==> config.mk <==
export PLATFORM = sky130hd
export DESIGN_NAME = dmem_arbiter
export DESIGN_NICKNAME = d
export VERILOG_FILES = /design/src/rtl/dmem_arbiter_pkg.sv /design/src/rtl/dmem_arbiter_sat_counter.sv /design/src/rtl/dmem_arbiter.sv
export SDC_FILE = /design/constraint.sdc
export NUM_CORES = 1
export LEC_CHECK = 0
export CORE_ASPECT_RATIO = 1.1
export CORE_MARGIN = 2
export CORE_UTILIZATION = 38
export CTS_CLUSTER_DIAMETER = 60
export DETAILED_ROUTE_END_ITERATION = 12
export MAX_ROUTING_LAYER = met4
export PLACE_DENSITY = 0.88
export SLEW_MARGIN = 10
export SYNTH_ARGS = -nofsm -noshare
export SYNTH_HDL_FRONTEND = slang
export SYNTH_SLANG_ARGS = --single-unit
==> constraint.sdc <==
create_clock -name clk -period 4.2 [get_ports clk]
set_clock_uncertainty 0.05 [all_clocks]
set_input_delay 0.84 -clock clk [delete_from_list [all_inputs] [get_ports clk]]
set_output_delay 0.84 -clock clk [all_outputs]
set_load 0.05 [all_outputs]
==> src/rtl/dmem_arbiter_pkg.sv <==
// Shared constants for the data-memory arbiter slice.
// Latency: n/a (constants and a pure helper function only).
// Backpressure: n/a.
//
// Contents: word alignment constants, requester index constants,
// response field widths and a misalignment helper.
package dmem_pkg;

    // The memory holds whole words, so the low address bits select a byte.
    localparam int WORD_BYTES = 4;
    localparam int ALIGN_BITS = $clog2(WORD_BYTES);

    // Requester indices, used as the grant/owner encoding.
    localparam logic REQ_CORE = 1'b0;
    localparam logic REQ_DBG  = 1'b1;

    // Response field widths (owner index, error flag).
    localparam int RSP_OWNER_W = 1;
    localparam int RSP_ERR_W   = 1;

    // A word access is misaligned when any byte-select bit is set.
    function automatic logic is_misaligned(input logic [ALIGN_BITS-1:0] lo);
        return |lo;
    endfunction

endpackage

==> src/rtl/dmem_arbiter_sat_counter.sv <==
// Saturating event counter: counts inc pulses, sticks at all-ones.
// Latency: count reflects an inc on the following cycle.
// Backpressure: none; every inc is absorbed (or ignored once saturated).
//
// Ports: clk, reset (sync, active-high), inc (count one event),
//        count (current saturating value).
module sat_counter #(
    parameter int CNT_W = 16
) (
    input  logic             clk,
    input  logic             reset,
    input  logic             inc,
    output logic [CNT_W-1:0] count
);

    logic [CNT_W-1:0] r_count;

    always_ff @(posedge clk) begin
        if (reset) begin
            r_count <= '0;
        end else if (inc && (r_count != {CNT_W{1'b1}})) begin
            r_count <= r_count + 1'b1;
        end
    end

    assign count = r_count;

endmodule

==> src/rtl/dmem_arbiter.sv <==
// Two-port round-robin arbiter in front of a single-port word data memory.
// Latency: grant and memory drive same cycle; response registered, 1 cycle later.
// Backpressure: rN_ready drops for the loser under contention; loser wins next cycle.
//
// Ports: requester 0 (core) and requester 1 (debug/DMA) each present
//        valid/we/addr/wd and see ready plus a one-cycle response strobe
//        with read data and a misalignment error flag. The mem_* ports drive
//        the memory (combinational read data back on mem_rd). grant_cnt0/1
//        are saturating per-requester acceptance counters.
module dmem_arbiter
    import dmem_pkg::*;
#(
    parameter int ADDR_W = 6,
    parameter int DATA_W = 32,
    parameter int CNT_W  = 16
) (
    input  logic              clk,
    input  logic              reset,

    input  logic              r0_valid,
    input  logic              r0_we,
    input  logic [ADDR_W-1:0] r0_addr,
    input  logic [DATA_W-1:0] r0_wd,
    output logic              r0_ready,
    output logic              r0_rsp_valid,
    output logic [DATA_W-1:0] r0_rsp_rd,
    output logic              r0_rsp_err,

    input  logic              r1_valid,
    input  logic              r1_we,
    input  logic [ADDR_W-1:0] r1_addr,
    input  logic [DATA_W-1:0] r1_wd,
    output logic              r1_ready,
    output logic              r1_rsp_valid,
    output logic [DATA_W-1:0] r1_rsp_rd,
    output logic              r1_rsp_err,

    output logic              mem_we,
    output logic [ADDR_W-1:0] mem_addr,
    output logic [DATA_W-1:0] mem_wd,
    input  logic [DATA_W-1:0] mem_rd,

    output logic [CNT_W-1:0]  grant_cnt0,
    output logic [CNT_W-1:0]  grant_cnt1
);

    // ------------------------------------------------------------------
    // Arbitration state and response pipeline registers
    // ------------------------------------------------------------------
    logic                   r_last_grant;
    logic                   r_rsp_vld;
    logic [RSP_OWNER_W-1:0] r_rsp_owner;
    logic [RSP_ERR_W-1:0]   r_rsp_err;
    logic [DATA_W-1:0]      r_rsp_rd;

    logic                   w_gnt0;
    logic                   w_gnt1;
    logic                   w_any;
    logic                   w_win;
    logic                   w_win_we;
    logic [ADDR_W-1:0]      w_win_addr;
    logic [DATA_W-1:0]      w_win_wd;
    logic                   w_mis;

    // Round-robin: under contention the requester that did not win last
    // time goes first. Nothing is granted while reset is held.
    always_comb begin
        w_gnt0 = 1'b0;
        w_gnt1 = 1'b0;
        if (!reset) begin
            if (r0_valid && r1_valid) begin
                if (r_last_grant == REQ_CORE) begin
                    w_gnt1 = 1'b1;
                end else begin
                    w_gnt0 = 1'b1;
                end
            end else begin
                w_gnt0 = r0_valid;
                w_gnt1 = r1_valid;
            end
        end
    end

    assign w_any = w_gnt0 | w_gnt1;
    assign w_win = w_gnt1 ? REQ_DBG : REQ_CORE;

    assign r0_ready = w_gnt0;
    assign r1_ready = w_gnt1;

    // Winner's request, forced to zero when idle so the memory port is quiet.
    always_comb begin
        w_win_we   = 1'b0;
        w_win_addr = '0;
        w_win_wd   = '0;
        if (w_gnt0) begin
            w_win_we   = r0_we;
            w_win_addr = r0_addr;
            w_win_wd   = r0_wd;
        end else if (w_gnt1) begin
            w_win_we   = r1_we;
            w_win_addr = r1_addr;
            w_win_wd   = r1_wd;
        end
    end

    assign w_mis = is_misaligned(w_win_addr[ALIGN_BITS-1:0]);

    // Misaligned writes are still accepted but must not touch memory.
    assign mem_we   = w_any & w_win_we & ~w_mis;
    assign mem_addr = w_win_addr;
    assign mem_wd   = w_win_wd;

    // ------------------------------------------------------------------
    // Response capture at the edge that ends the grant cycle. Read data is
    // sampled from the combinational memory output in the same cycle as the
    // address, so the response is exactly one cycle behind the acceptance.
    // ------------------------------------------------------------------
    always_ff @(posedge clk) begin
        if (reset) begin
            r_last_grant <= REQ_DBG;
            r_rsp_vld    <= 1'b0;
            r_rsp_owner  <= '0;
            r_rsp_err    <= '0;
            r_rsp_rd     <= '0;
        end else begin
            r_rsp_vld <= w_any;
            if (w_any) begin
                r_last_grant <= w_win;
                r_rsp_owner  <= w_win;
                r_rsp_err    <= w_mis;
                r_rsp_rd     <= (!w_win_we && !w_mis) ? mem_rd : '0;
            end else begin
                // Keep data/err at zero between responses.
                r_rsp_err    <= '0;
                r_rsp_rd     <= '0;
            end
        end
    end

    // Steer the single registered response to its owner only.
    assign r0_rsp_valid = r_rsp_vld && (r_rsp_owner == REQ_CORE);
    assign r1_rsp_valid = r_rsp_vld && (r_rsp_owner == REQ_DBG);
    assign r0_rsp_rd    = r0_rsp_valid ? r_rsp_rd : '0;
    assign r1_rsp_rd    = r1_rsp_valid ? r_rsp_rd : '0;
    assign r0_rsp_err   = r0_rsp_valid & r_rsp_err[0];
    assign r1_rsp_err   = r1_rsp_valid & r_rsp_err[0];

    // ------------------------------------------------------------------
    // Grant counters; misaligned acceptances count like any other.
    // ------------------------------------------------------------------
    sat_counter #(.CNT_W(CNT_W)) u_cnt0 (
        .clk   (clk),
        .reset (reset),
        .inc   (w_gnt0),
        .count (grant_cnt0)
    );

    sat_counter #(.CNT_W(CNT_W)) u_cnt1 (
        .clk   (clk),
        .reset (reset),
        .inc   (w_gnt1),
        .count (grant_cnt1)
    );

endmodule

==> Implementation_results.wiki <==
{| class="wikitable"
! Metric !! Value
|-
| Leak Pwr || 0.00273 uW
|-
| Pin count of the biggest net entering global routing || 39
|-
| Share of layout cells above drive strength 1 || 17.6%
|-
| Routed met1 length || roughly 5200 um
|-
| Std-Cell Core Area || 8920 sq um
|-
| Area of the mapped netlist || 3500 sq um
|-
| Most frequent cell on the critical path || sky130_fd_sc_hd__clkdlybuf4s50_1
|-
| Residual antenna-violating net count after detailed routing || 0
|-
| Main area contributors after synthesis || sky130_fd_sc_hd__dfxtp_1 39%, sky130_fd_sc_hd__and2_1 12%, sky130_fd_sc_hd__a22o_1 9.0%, sky130_fd_sc_hd__and3_1 6.4%, sky130_fd_sc_hd__nor2_1 3.2%
|-
| Number of sinks driven by the clock tree || 68
|-
| Antenna diodes || 0
|-
| Detailed-route DRC error count || 0
|-
| Io pins || 255
|-
| Transition time of the tightest slew-check pin || 0.979 ns
|-
| Most used flip-flop cell after synthesis || sky130_fd_sc_hd__dfxtp_1
|-
| Count of buffers inserted at the top-level ports || between 200 and 300
|-
| Vias || between 3000 and 4000
|-
| Number of pins exceeding their max-slew limit in the final report || 0
|-
| Hold-fix buffer count after cts || 0
|-
| # Max-Cap Violations || 0
|-
| Remaining global-route overflow || 0
|-
| Post-synthesis instance total || between 300 and 400
|-
| Unrepaired setup endpoints after global routing || no
|-
| Clock root buffer || sky130_fd_sc_hd__clkbuf_8
|-
| Slew headroom || 34.6%
|-
| Final sum of negative setup slack || 0 ns
|-
| Family with the most delay on the worst path || buffers and inverters
|-
| Count of state elements after synthesis || 68
|-
| Horizontal die dimension || 95.5 um
|-
| Crit path max-delay cell type || sky130_fd_sc_hd__clkdlybuf4s50_1
|-
| CP max stage delay || 0.85 ns
|-
| H-tree depth reported by CTS || 3
|-
| Rows || 36
|-
| Routed wl met3 || between 1000 and 1500 um
|-
| Last weighted congestion value of the routability-driven placer || 0.900
|-
| Total Nets Final || roughly 750
|-
| Final setup viols || 0
|-
| Highest ir drop seen on vdd || around 0.16 mV
|-
| Global-route wire length before repair || 19700 um
|-
| Pre-Repair DR Iteration Count || 4
|-
| Worst setup slack before clock tree synthesis || around 0.48 ns
|-
| Fmax || 268 MHz
|-
| Endpoint arrival time on the critical path || 2.85 ns
|-
| Post-CTS Repair Setup Buffers || 0
|-
| Starting utilization of the core area || 39.3%
|-
| Post-cts resize count || 0
|-
| Max Root-Sink Buffers || 2
|-
| Area taken by flip-flops and latches || 1360 sq um
|-
| Die footprint || 10000 sq um
|-
| Detailed-route vias per instance || 5.15
|-
| WHS Path Cells || 2
|-
| Proportion of netlist area held by the largest area contributor || 38.9%
|-
| TritonCTS buffer count || 9
|-
| Hold violation count in the final report || 0
|-
| Number of buffers and inverters on the critical path || 2
|-
| Cell variety after synth || 50
|-
| Power per standard cell area || 272 nW/um^2
|-
| Total length of routed wires || 13500 um
|-
| Worst-path maximum fanout || 8
|-
| Number of antenna violations at the first check in global routing || 0
|-
| Dpl hpwl || around 10000 um
|-
| Clk_lat worst skew || 0.34 ns
|-
| Synth Net Count || about 500
|-
| Status || complete, no violations
|-
| Setup crit end kind || output port
|-
| Kind of critical path || in2out
|-
| Fillcell total || 626
|-
| Levels on crit path || 5
|-
| Clock-pin transition on the worst setup and hold timing paths || roughly 0.080 ns
|-
| R2R depth || 7
|-
| TritonCTS clock tree || built
|-
| Synthesized area per cell || around 8.9 sq um
|-
| Area taken by multi-input logic gates || ~2000 sq um
|-
| Die boundary height || 105 um
|-
| Share of flip-flops with an asynchronous set or reset after synthesis || 0%
|-
| Number of flops mapped to enable cells by yosys || 0
|-
| Synth-to-Final Area Change || 89.7%
|-
| Worst Slack Setup Final || 0.462 ns
|-
| Cell-by-cell trace of the critical path || clkdlybuf4s50_1 > a21boi_2 > a32oi_1 > nor2_1 > clkdlybuf4s50_1
|-
| Crit start category || input port
|-
| Portion of the clock cycle consumed by the worst path in the final layout || 89.0%
|-
| Avg WL per Cell || 17.8 um
|-
| Yosys warning total || 0
|-
| Area leader, netlist || sky130_fd_sc_hd__dfxtp_1
|-
| Fraction of the yosys area taken by sequential cells || 38.9%
|-
| Aggregate global-route resource usage || 26.2%
|-
| DR top layer || met4
|-
| Clock period minus worst slack || roughly 3.7 ns
|-
| Wire length on met2 || between 6000 and 7000 um
|-
| Number of global-route vias before repair || 3659
|-
| Required time at the worst-slack endpoint || roughly 3.3 ns
|-
| Starting DRT DRC Count || 190
|-
| Classification of the worst-slack hold path || reg2reg
|}
## state kept, by name, indices dropped and copies added, names as in the netlist
name and flops:
r_last_grant 1, r_rsp_err 1, r_rsp_owner 1, r_rsp_rd 32, r_rsp_vld 1, u_cnt0.count 16, u_cnt1.count 16
## Yosys cell counts (2+ instances only)
library cell and n:
sky130_fd_sc_hd__and3_1 36, sky130_fd_sc_hd__nor3_1 6, sky130_fd_sc_hd__o21ai_0 5, sky130_fd_sc_hd__clkbuf_1 15, sky130_fd_sc_hd__nand4_1 6, sky130_fd_sc_hd__and4bb_2 3
sky130_fd_sc_hd__o21a_1 2, sky130_fd_sc_hd__nor4b_2 2, sky130_fd_sc_hd__and2_1 67, sky130_fd_sc_hd__a21oi_1 4, sky130_fd_sc_hd__and4b_1 2, sky130_fd_sc_hd__buf_6 3
sky130_fd_sc_hd__o31ai_1 2, sky130_fd_sc_hd__nand2_1 18, sky130_fd_sc_hd__buf_2 7, sky130_fd_sc_hd__and4_1 3, sky130_fd_sc_hd__xor2_1 5, sky130_fd_sc_hd__a32oi_1 2
sky130_fd_sc_hd__o2111ai_1 4, sky130_fd_sc_hd__mux2i_1 4, sky130_fd_sc_hd__o211ai_1 2, sky130_fd_sc_hd__dfxtp_1 68, sky130_fd_sc_hd__nand4_2 2, sky130_fd_sc_hd__a31oi_1 6
sky130_fd_sc_hd__nor4_1 4, sky130_fd_sc_hd__xnor2_1 12, sky130_fd_sc_hd__ha_1 2, sky130_fd_sc_hd__inv_1 7, sky130_fd_sc_hd__a22o_1 36, sky130_fd_sc_hd__nand3_1 8
sky130_fd_sc_hd__nor2_1 30
## layer usage
layer | vias up | GRT usage (%)
met4 | 0 | 7.55
met5 | - | -
met3 | 16 | 6.63
met1 | 1815 | 30.0
li1 | 1893 | -
met2 | 168 | 44.8
## cell type report
type	instances	share of cell area, %
timing repair buffer	258	43.6
multi-input combinational	291	29.9
sequential	68	20.5
tap	114	2.15
clock buffer	10	2.07
clock inverter	6	1.32
inverter	8	0.452
## kinds of logic after synthesis
kind of cell,Yosys count,synth area share (%)
adder cells (fa/ha/maj),2,0.714
flip-flops,68,38.9
XOR/XNOR,17,4.25
buffers and inverters,33,4.43
AO/OA/AOI/OAI,71,16.2
AND/OR/NAND/NOR,197,34.4
multiplexers,4,1.14
## per-stage QoR
| stage | util [%] | std cells | total power [uW] | hold WS (ns) | area [sq um] |
|---|---|---|---|---|---|
| 2_1_floorplan | - | 392 | 941 | 0.469 | 3500 |
| 3_3_place_gp | 72.0 | 739 | 1210 | 0.451 | 6420 |
| 3_5_place_dp | 72.0 | 739 | 1220 | 0.479 | 6420 |
| 4_1_cts | 74.5 | 755 | 1820 | 0.498 | 6650 |
| 5_1_grt | 74.5 | 755 | 1880 | 0.522 | 6650 |
| 6_report | 74.5 | 755 | 1810 | 0.500 | 6650 |
## worst register-to-register path: cells and delay by family, from the launching register on
kind,cells,cell delay [ns]
and+or+nand+nor,4,1.20
DFF,1,0.36
buffers and inverters,2,0.30
AOI/OAI and AO/OA,1,0.20
## cell usage in the layout, fill, tap and decap left out, types with 7 or more instances in the layout
cell,n
sky130_fd_sc_hd__clkbuf_8,10
sky130_fd_sc_hd__nand2_1,18
sky130_fd_sc_hd__and3_1,36
sky130_fd_sc_hd__clkdlybuf4s50_1,180
sky130_fd_sc_hd__buf_4,37
sky130_fd_sc_hd__nor2_1,30
sky130_fd_sc_hd__buf_12,41
sky130_fd_sc_hd__a22o_1,36
sky130_fd_sc_hd__and2_1,67
sky130_fd_sc_hd__inv_1,7
sky130_fd_sc_hd__dfxtp_1,68
sky130_fd_sc_hd__xnor2_1,12
sky130_fd_sc_hd__nand3_1,8
## report_power, final
part | internal, uW | switching, uW | total, uW | leakage, uW
Sequential | 668 | 26.0 | 694 | 0.000553
Clock | 350 | 256 | 607 | 0.000116
Combinational | 253 | 256 | 509 | 0.00206
Total | 1270 | 538 | 1810 | 0.00273
## path summary, 6_finish.rpt
kind / slack, ns / end / from
worst max-delay path: 0.46 / mem_addr[1] / r0_valid
worst min-delay path: 0.50 / u_cnt1.count[1] / u_cnt1.count[1]
worst max register to register: 2.03 / r_rsp_rd[3] / r_last_grant
worst min register to register: 0.50 / u_cnt1.count[1] / u_cnt1.count[1]
Power figures use the tool's default switching activity.
